$ cat src/rtl/c_frag_pkg.sv
// rtl/c_frag_pkg.sv - shared mode/state types and the half-mux function for c_frag_array
package c_frag_pkg;

    typedef enum logic {
        SINGLE = 1'b0,
        SPLIT  = 1'b1
    } mode_e;

    typedef enum logic [1:0] {
        IDLE   = 2'd0,
        HOLD   = 2'd1,
        COMMIT = 2'd2
    } cfg_state_e;

    // AB picks the A or B pair, SL picks the member within the pair
    function automatic logic c_frag_half(
        input logic ab,
        input logic sl,
        input logic a1,
        input logic a2,
        input logic b1,
        input logic b2
    );
        return ab ? (sl ? b2 : b1) : (sl ? a2 : a1);
    endfunction

endpackage

$ cat src/rtl/c_frag_lane.sv
// rtl/c_frag_lane.sv - one fragment channel; output register present when C_FRAG_ARRAY_OREG_EN is defined
module c_frag_lane
    import c_frag_pkg::*;
(
    input  logic  clk,
    input  logic  resetn,
    input  mode_e mode,
    input  logic  freeze,
    input  logic  en,
    input  logic  tbs,
    input  logic  tab,
    input  logic  tsl,
    input  logic  ta1,
    input  logic  ta2,
    input  logic  tb1,
    input  logic  tb2,
    input  logic  bab,
    input  logic  bsl,
    input  logic  ba1,
    input  logic  ba2,
    input  logic  bb1,
    input  logic  bb2,
    output logic  tz,
    output logic  cz
);

    logic th;
    logic bh;
    logic tz_d;
    logic cz_d;

    always_comb begin
        th   = c_frag_half(tab, tsl, ta1, ta2, tb1, tb2);
        bh   = c_frag_half(bab, bsl, ba1, ba2, bb1, bb2);
        tz_d = th;
        // SPLIT hands the carry output to the bottom half outright; SINGLE lets tbs choose
        if (mode == SPLIT) begin
            cz_d = bh;
        end else begin
            cz_d = tbs ? bh : th;
        end
    end

`ifdef C_FRAG_ARRAY_OREG_EN
    always_ff @(posedge clk) begin
        if (!resetn) begin
            tz <= 1'b0;
            cz <= 1'b0;
        end else if (en && !freeze) begin
            tz <= tz_d;
            cz <= cz_d;
        end
    end
`else
    logic lane_unused;
    assign lane_unused = &{1'b0, clk, resetn, en, freeze};
    assign tz = tz_d;
    assign cz = cz_d;
`endif

endmodule

$ cat src/rtl/c_frag_array.sv
// rtl/c_frag_array.sv - NCH reconfigurable logic fragments with mode-update FSM; C_FRAG_ARRAY_OREG_EN adds output registers
module c_frag_array
    import c_frag_pkg::*;
#(
    parameter int   NCH          = 4,
    parameter logic DEFAULT_MODE = 1'b0,
    parameter int   IDXW         = 4
) (
    input  logic            QCK,
    input  logic            QRN,
    input  logic [NCH-1:0]  TBS,
    input  logic [NCH-1:0]  TAB,
    input  logic [NCH-1:0]  TSL,
    input  logic [NCH-1:0]  TA1,
    input  logic [NCH-1:0]  TA2,
    input  logic [NCH-1:0]  TB1,
    input  logic [NCH-1:0]  TB2,
    input  logic [NCH-1:0]  BAB,
    input  logic [NCH-1:0]  BSL,
    input  logic [NCH-1:0]  BA1,
    input  logic [NCH-1:0]  BA2,
    input  logic [NCH-1:0]  BB1,
    input  logic [NCH-1:0]  BB2,
    input  logic            QEN,
    input  logic            CFG_VLD,
    input  logic [IDXW-1:0] CFG_IDX,
    input  logic            CFG_MODE,
    output logic            CFG_RDY,
    output logic            CFG_DONE,
    output logic            CFG_ERR,
    output logic [NCH-1:0]  MODE,
    output logic [NCH-1:0]  TZ,
    output logic [NCH-1:0]  CZ
);

    localparam logic [IDXW:0] NCH_W = (IDXW + 1)'(NCH);

    cfg_state_e      state;
    cfg_state_e      state_next;
    logic [IDXW-1:0] lat_idx;
    logic            lat_mode;
    logic            idx_ok;
    logic            accept;
    logic            rdy_d;
    logic            done_d;
    logic            commit_wr;
    logic            err_set;
    logic [NCH-1:0]  mode_q;
    logic [NCH-1:0]  freeze;

    assign idx_ok = ({1'b0, lat_idx} < NCH_W);
    assign accept = CFG_VLD & CFG_RDY;

    always_ff @(posedge QCK) begin
        if (!QRN) begin
            state <= IDLE;
        end else begin
            state <= state_next;
        end
    end

    always_comb begin
        state_next = state;
        case (state)
            IDLE:    if (accept) state_next = HOLD;
            HOLD:    state_next = COMMIT;
            COMMIT:  state_next = IDLE;
            default: state_next = IDLE;
        endcase
    end

    always_comb begin
        rdy_d     = (state_next == IDLE);
        done_d    = (state == COMMIT);
        commit_wr = (state == COMMIT) && idx_ok;
        err_set   = (state == COMMIT) && !idx_ok;
    end

    // A reset during HOLD/COMMIT lands here before commit_wr can take effect
    always_ff @(posedge QCK) begin
        if (!QRN) begin
            CFG_RDY  <= 1'b0;
            CFG_DONE <= 1'b0;
            CFG_ERR  <= 1'b0;
            mode_q   <= {NCH{DEFAULT_MODE}};
            lat_idx  <= '0;
            lat_mode <= 1'b0;
        end else begin
            CFG_RDY  <= rdy_d;
            CFG_DONE <= done_d;
            if (err_set) begin
                CFG_ERR <= 1'b1;
            end
            if ((state == IDLE) && accept) begin
                lat_idx  <= CFG_IDX;
                lat_mode <= CFG_MODE;
            end
            if (commit_wr) begin
                for (int i = 0; i < NCH; i++) begin
                    if (lat_idx == IDXW'(i)) begin
                        mode_q[i] <= lat_mode;
                    end
                end
            end
        end
    end

    always_comb begin
        freeze = '0;
        for (int i = 0; i < NCH; i++) begin
            freeze[i] = (state != IDLE) && (lat_idx == IDXW'(i));
        end
    end

    assign MODE = mode_q;

    for (genvar g = 0; g < NCH; g++) begin : g_lane
        c_frag_lane u_lane (
            .clk    (QCK),
            .resetn (QRN),
            .mode   (mode_e'(mode_q[g])),
            .freeze (freeze[g]),
            .en     (QEN),
            .tbs    (TBS[g]),
            .tab    (TAB[g]),
            .tsl    (TSL[g]),
            .ta1    (TA1[g]),
            .ta2    (TA2[g]),
            .tb1    (TB1[g]),
            .tb2    (TB2[g]),
            .bab    (BAB[g]),
            .bsl    (BSL[g]),
            .ba1    (BA1[g]),
            .ba2    (BA2[g]),
            .bb1    (BB1[g]),
            .bb2    (BB2[g]),
            .tz     (TZ[g]),
            .cz     (CZ[g])
        );
    end

endmodule

$ cat config.mk
export PLATFORM = sky130hd
export DESIGN_NAME = c_frag_array
export DESIGN_NICKNAME = d
export VERILOG_FILES = /design/src/rtl/c_frag_pkg.sv /design/src/rtl/c_frag_lane.sv /design/src/rtl/c_frag_array.sv
export SDC_FILE = /design/constraint.sdc
export NUM_CORES = 1
export LEC_CHECK = 0
export ABC_AREA = 1
export CORE_UTILIZATION = 29
export CTS_CLUSTER_SIZE = 30
export DETAILED_ROUTE_END_ITERATION = 10
export PLACE_DENSITY_LB_ADDON = 0.05
export REMOVE_ABC_BUFFERS = 1
export SYNTH_ARGS = -nofsm -noshare
export SYNTH_HDL_FRONTEND = slang
export SYNTH_HIERARCHICAL = 1
export SYNTH_SLANG_ARGS = --single-unit
$ cat constraint.sdc
create_clock -name QCK -period 0.98 [get_ports QCK]
set_clock_uncertainty 0.1 [all_clocks]
set_input_delay 0.196 -clock QCK [delete_from_list [all_inputs] [get_ports QCK]]
set_output_delay 0.196 -clock QCK [all_outputs]
set_load 0.05 [all_outputs]
Word level (Yosys, flattened, before mapping)
Index checks and enable logic that the tools add are counted.
{"block": "word_totals", "in_bits": 61, "elab_cells": 62, "register_bits": 14}
{"block": "op_classes", "bitwise_logic": 1, "reduce_logical": 11, "n_eq_ne": 5, "n_lt_le_gt_ge": 1, "mux": 34}
{"op": "1-bit 2-to-1 mux", "count": 32}
{"op": "4-bit by 2-bit equality test with 1-bit output (second input constant)", "count": 2}
{"op": "2-bit AND reduction", "count": 4}
{"op": "4-bit by 1-bit equality test with 1-bit output (second input constant)", "count": 1}
{"op": "2-bit zero test", "count": 2}
{"op": "4-bit zero test", "count": 1}
{"op": "4-bit by 3-bit < comparator with 1-bit output (second input constant)", "count": 1}
{"op": "2-bit one-hot mux with 2 select lines", "count": 1}
{"op": "1-bit logical AND", "count": 3}
{"op": "2-bit by 1-bit equality test with 1-bit output (second input constant)", "count": 1}
{"op": "2-bit equality test (second input constant)", "count": 1}
{"op": "2-bit 2-to-1 mux", "count": 1}
{"op": "1-bit bitwise AND", "count": 1}
{"op": "1-bit zero test", "count": 1}

Depth between registers and ports, before layout
{"block": "logic_depth", "depth_word": 4, "mapped_depth": 6, "mapped_depth_nobuf": 6}

Hierarchy
Netlist, hierarchy kept.
{"mod": "c_frag_array", "seq_area_each_um2": 280.3, "area_per_inst_um2": 579.3, "cells_per_inst": 82, "instances": 1}
{"mod": "c_frag_lane", "seq_area_each_um2": 0.0, "area_per_inst_um2": 93.8, "cells_per_inst": 21, "instances": 4}

Worst setup path before layout
Ideal clock, no wire load.
{"block": "synth_path", "path_kind": "reg-to-output", "start": "register mode_q[0], in the netlist MODE[0]", "end": "output CZ[0]", "stages_incl_launch_ff": 4, "path_slack_ps": -547, "n_path_buf": 0, "required_ps": 684, "arrival_ps": 1231, "cell_sequence": "dfxtp_1 -> or2_0 -> nand3b_1 -> nand2_1"}
{"block": "synth_via", "elab_chain_cells": 1}
{"element": "from (decl)", "line_no": "c_frag_array.sv:48", "source": "logic [NCH-1:0] mode_q;"}
{"element": "from (signal assigned)", "line_no": "c_frag_array.sv:85", "source": "mode_q <= {NCH{DEFAULT_MODE}};"}
{"element": "from (signal, indexed assignment)", "line_no": "c_frag_array.sv:101", "source": "mode_q[i] <= lat_mode;"}
{"element": "1-bit 2-to-1 mux", "line_no": "c_frag_lane.sv:37", "source": "if (mode == SPLIT) begin"}
{"element": "to (decl)", "line_no": "c_frag_array.sv:33", "source": "output logic [NCH-1:0] CZ"}
Every way passes these cells.

Worst setup path in the final report
{"block": "layout_path", "start": "register mode_q[2], in the netlist MODE[2]", "end": "output CZ[2]"}
Same word-level chain as after synthesis.

==> summary.md <==
The flow ran to the end, but the final reports show violations. The checks that failed: setup timing. The tightest slew margin relative to the limit was 0.862.

The run gives 76 as the number of I/O pins. For the worst setup path, the data required time is 0.68 ns. Using the TritonRoute via totals, the vias-per-cell ratio works out to 4.44. After clock tree synthesis, the clock-pin slew on the worst setup and hold paths is 0.09 ns.

The congestion estimate from routability-driven global placement came to 0.693. In this run the core area contains 20 standard-cell rows. The critical path in this run is classified as reg2out.

The tools report the Yosys warning count as 6. The via count of the first global-routing pass was 1236. The logs give -4.36 ns for the sum of negative setup slack and 14 for the clock sink count. The tools report the max-slew violation count as 0. The initial antenna violation count was 0; the worst hold slack across all endpoints was 0.278 ns. The tools report the latest clock arrival within the worst-skew pair as 0.28 ns. The overall die area was 0.00344 mm^2; the number of fillers in the final layout was 250.

Counting I/O delays and the setup requirement, the final critical path takes 1.54 ns. Setup repair after global routing could not meet its margin everywhere. Buffers inserted to repair hold after CTS numbered 0.

Prior to clock tree synthesis, the placed netlist has a worst setup slack of -0.567 ns. Before antenna repair, the detailed router went through 4 iterations. Initial DRC count: 14. The peak fanout along the critical path is 3, and the average detailed-routed wire length per instance is 10.7 um. Across the VDD grid, the largest voltage drop is 0.851 mV. TritonCTS built the clock tree. STA classifies the critical path endpoint as a primary output. In this run, placement finished with an instance count of 288. After detailed routing, the number of remaining DRC violations is 0. Die extent in x: 58.7 um. For the setup slack of the critical path after layout, the log shows -0.561 ns. The tools report the maximum number of pins on one net before global-route repair as 9.

Wires add up to 3160 um. During placement, the flow inserted port buffers numbering 74. The first global-routing pass estimated 4770 um of wire.

The logs give 3 for the number of CTS-inserted buffers and 314 for the number of nets in the layout. The cell area after layout was 0.00222 mm^2. Summed over all nets, the half-perimeter wirelength after detailed placement is 2380 um. The CTS H-tree depth was 1. The antenna diode count is 0, and the maximum buffer depth of the clock tree is 2.

After synthesis the cells add up to 931 um^2. The region available for standard cell placement spans 0.00305 mm^2. The average size of a mapped cell was 5.78 um^2; the placement-stage cell area was 0.00194 mm^2. The share of final-layout standard cells stronger than drive strength 1 is 0.496, and the number of failing setup endpoints in the final timing report is 26. The tools report the global-route total usage across every layer as 0.179. The share of the cycle needed by the critical path after routing is 1.57, and the vias after detailed routing is 1315. The root buffer cell is clkbuf_4.

The highest attainable clock frequency came out at 649 MHz. Counting instances, the worst hold path has a depth of 3. For the non-filler instance count after layout, the log shows 296. The starting density of the core is 0.305, and the power per cell area is 868 mW/mm^2. In this run the static leakage power is 0.00105 uW. The height of the die works out to 58.7 um.

STA classifies the critical path startpoint as a register. The cell count of the worst reg-to-reg path was 6. The total count of hold-check failures in the final report came out at 0. The max-cap violation count was 0. The class of the tightest hold or removal check is in2reg. For the pin with the worst max-slew slack, the measured transition is 0.206 ns. For the instance count of the mapped netlist, the log shows 161. In this run the remaining antenna-violating nets after routing total 0. At the worst endpoint, the arrival time is 1.25 ns. Relative to the synthesized area, the layout overhead comes to 138%. For the remaining global-route overflow, the log shows 0.
sequential cells by signal (all words and copies together) (netlist names):
signal and count:
CFG_ERR 1, CFG_RDY 1, lat_idx 4, state 2, MODE 4, CFG_DONE 1, lat_mode 1
through the flow:
step                      power [uW]   util
after floorplan                  922      -
after global placement          1400  0.637
after detailed placement        1410  0.637
after CTS                       1880  0.680
after global routing            2010  0.727
final                           1930  0.727
layout make-up:
cell class	count	area [um^2]	area share
repair buffers	87	977	0.440
clock buffers	4	36.3	0.0163
well taps	44	55.1	0.0248
multi-input cells	116	719	0.324
flip-flops and latches	14	303	0.136
inverters	31	129	0.0581
layout by cell type (no fill, tap or decap), drive strengths merged:
cell and n:
buf 52, o21ai 5, or2 4, nor3 1, dlymetal6s2s 2, nand3b 4, dlygate4sd2 2, a21oi 2
inv 31, nand3 27, clkbuf 4, dfxtp 14, nor2 16, clkdlybuf4s50 31, nand2 53, and2 4
critical path, cell delays in order, from the launching register on:
cell      delay (ns)
dfxtp_4         0.35
or2_1           0.22
nand3b_1        0.17
nand2_2         0.09
buf_12          0.13
where the power goes:
group          internal (uW)  switching [uW]
clock network            226             195
registers                585            22.9
logic                    491             406
total                   1300             624
layer usage:
metal	share of wire	track usage	vias to the layer above	wire length (um)
met2	0.53	0.356	47	1670
met5	0	0	-	0
met4	0.026	0.102	0	81
met1	0.37	0.169	579	1170
met3	0.076	0.0330	9	239
li1	-	-	680	-
final timing paths:
path                                 from              endpoint  slack, ns
setup / recovery     MODE[2]$_SDFFE_PN0P_                 CZ[2]      -0.56
hold / removal                        QRN    CFG_RDY$_SDFF_PN0_       0.28
setup reg to reg  lat_idx[3]$_SDFFE_PN0P_  MODE[1]$_SDFFE_PN0P_      -0.09
hold reg to reg       state[1]$_SDFF_PN0_   state[1]$_SDFF_PN0_       0.38
repair_timing:
item / in CTS / in global routing
setup buffers: 2 / 4
pin swaps: 44 / 30
gates cloned: 0 / 0
resized for setup: 157 / 41
setup endpoints to repair: 26 / 27
No activity file was read; power rests on OpenSTA's default activity.
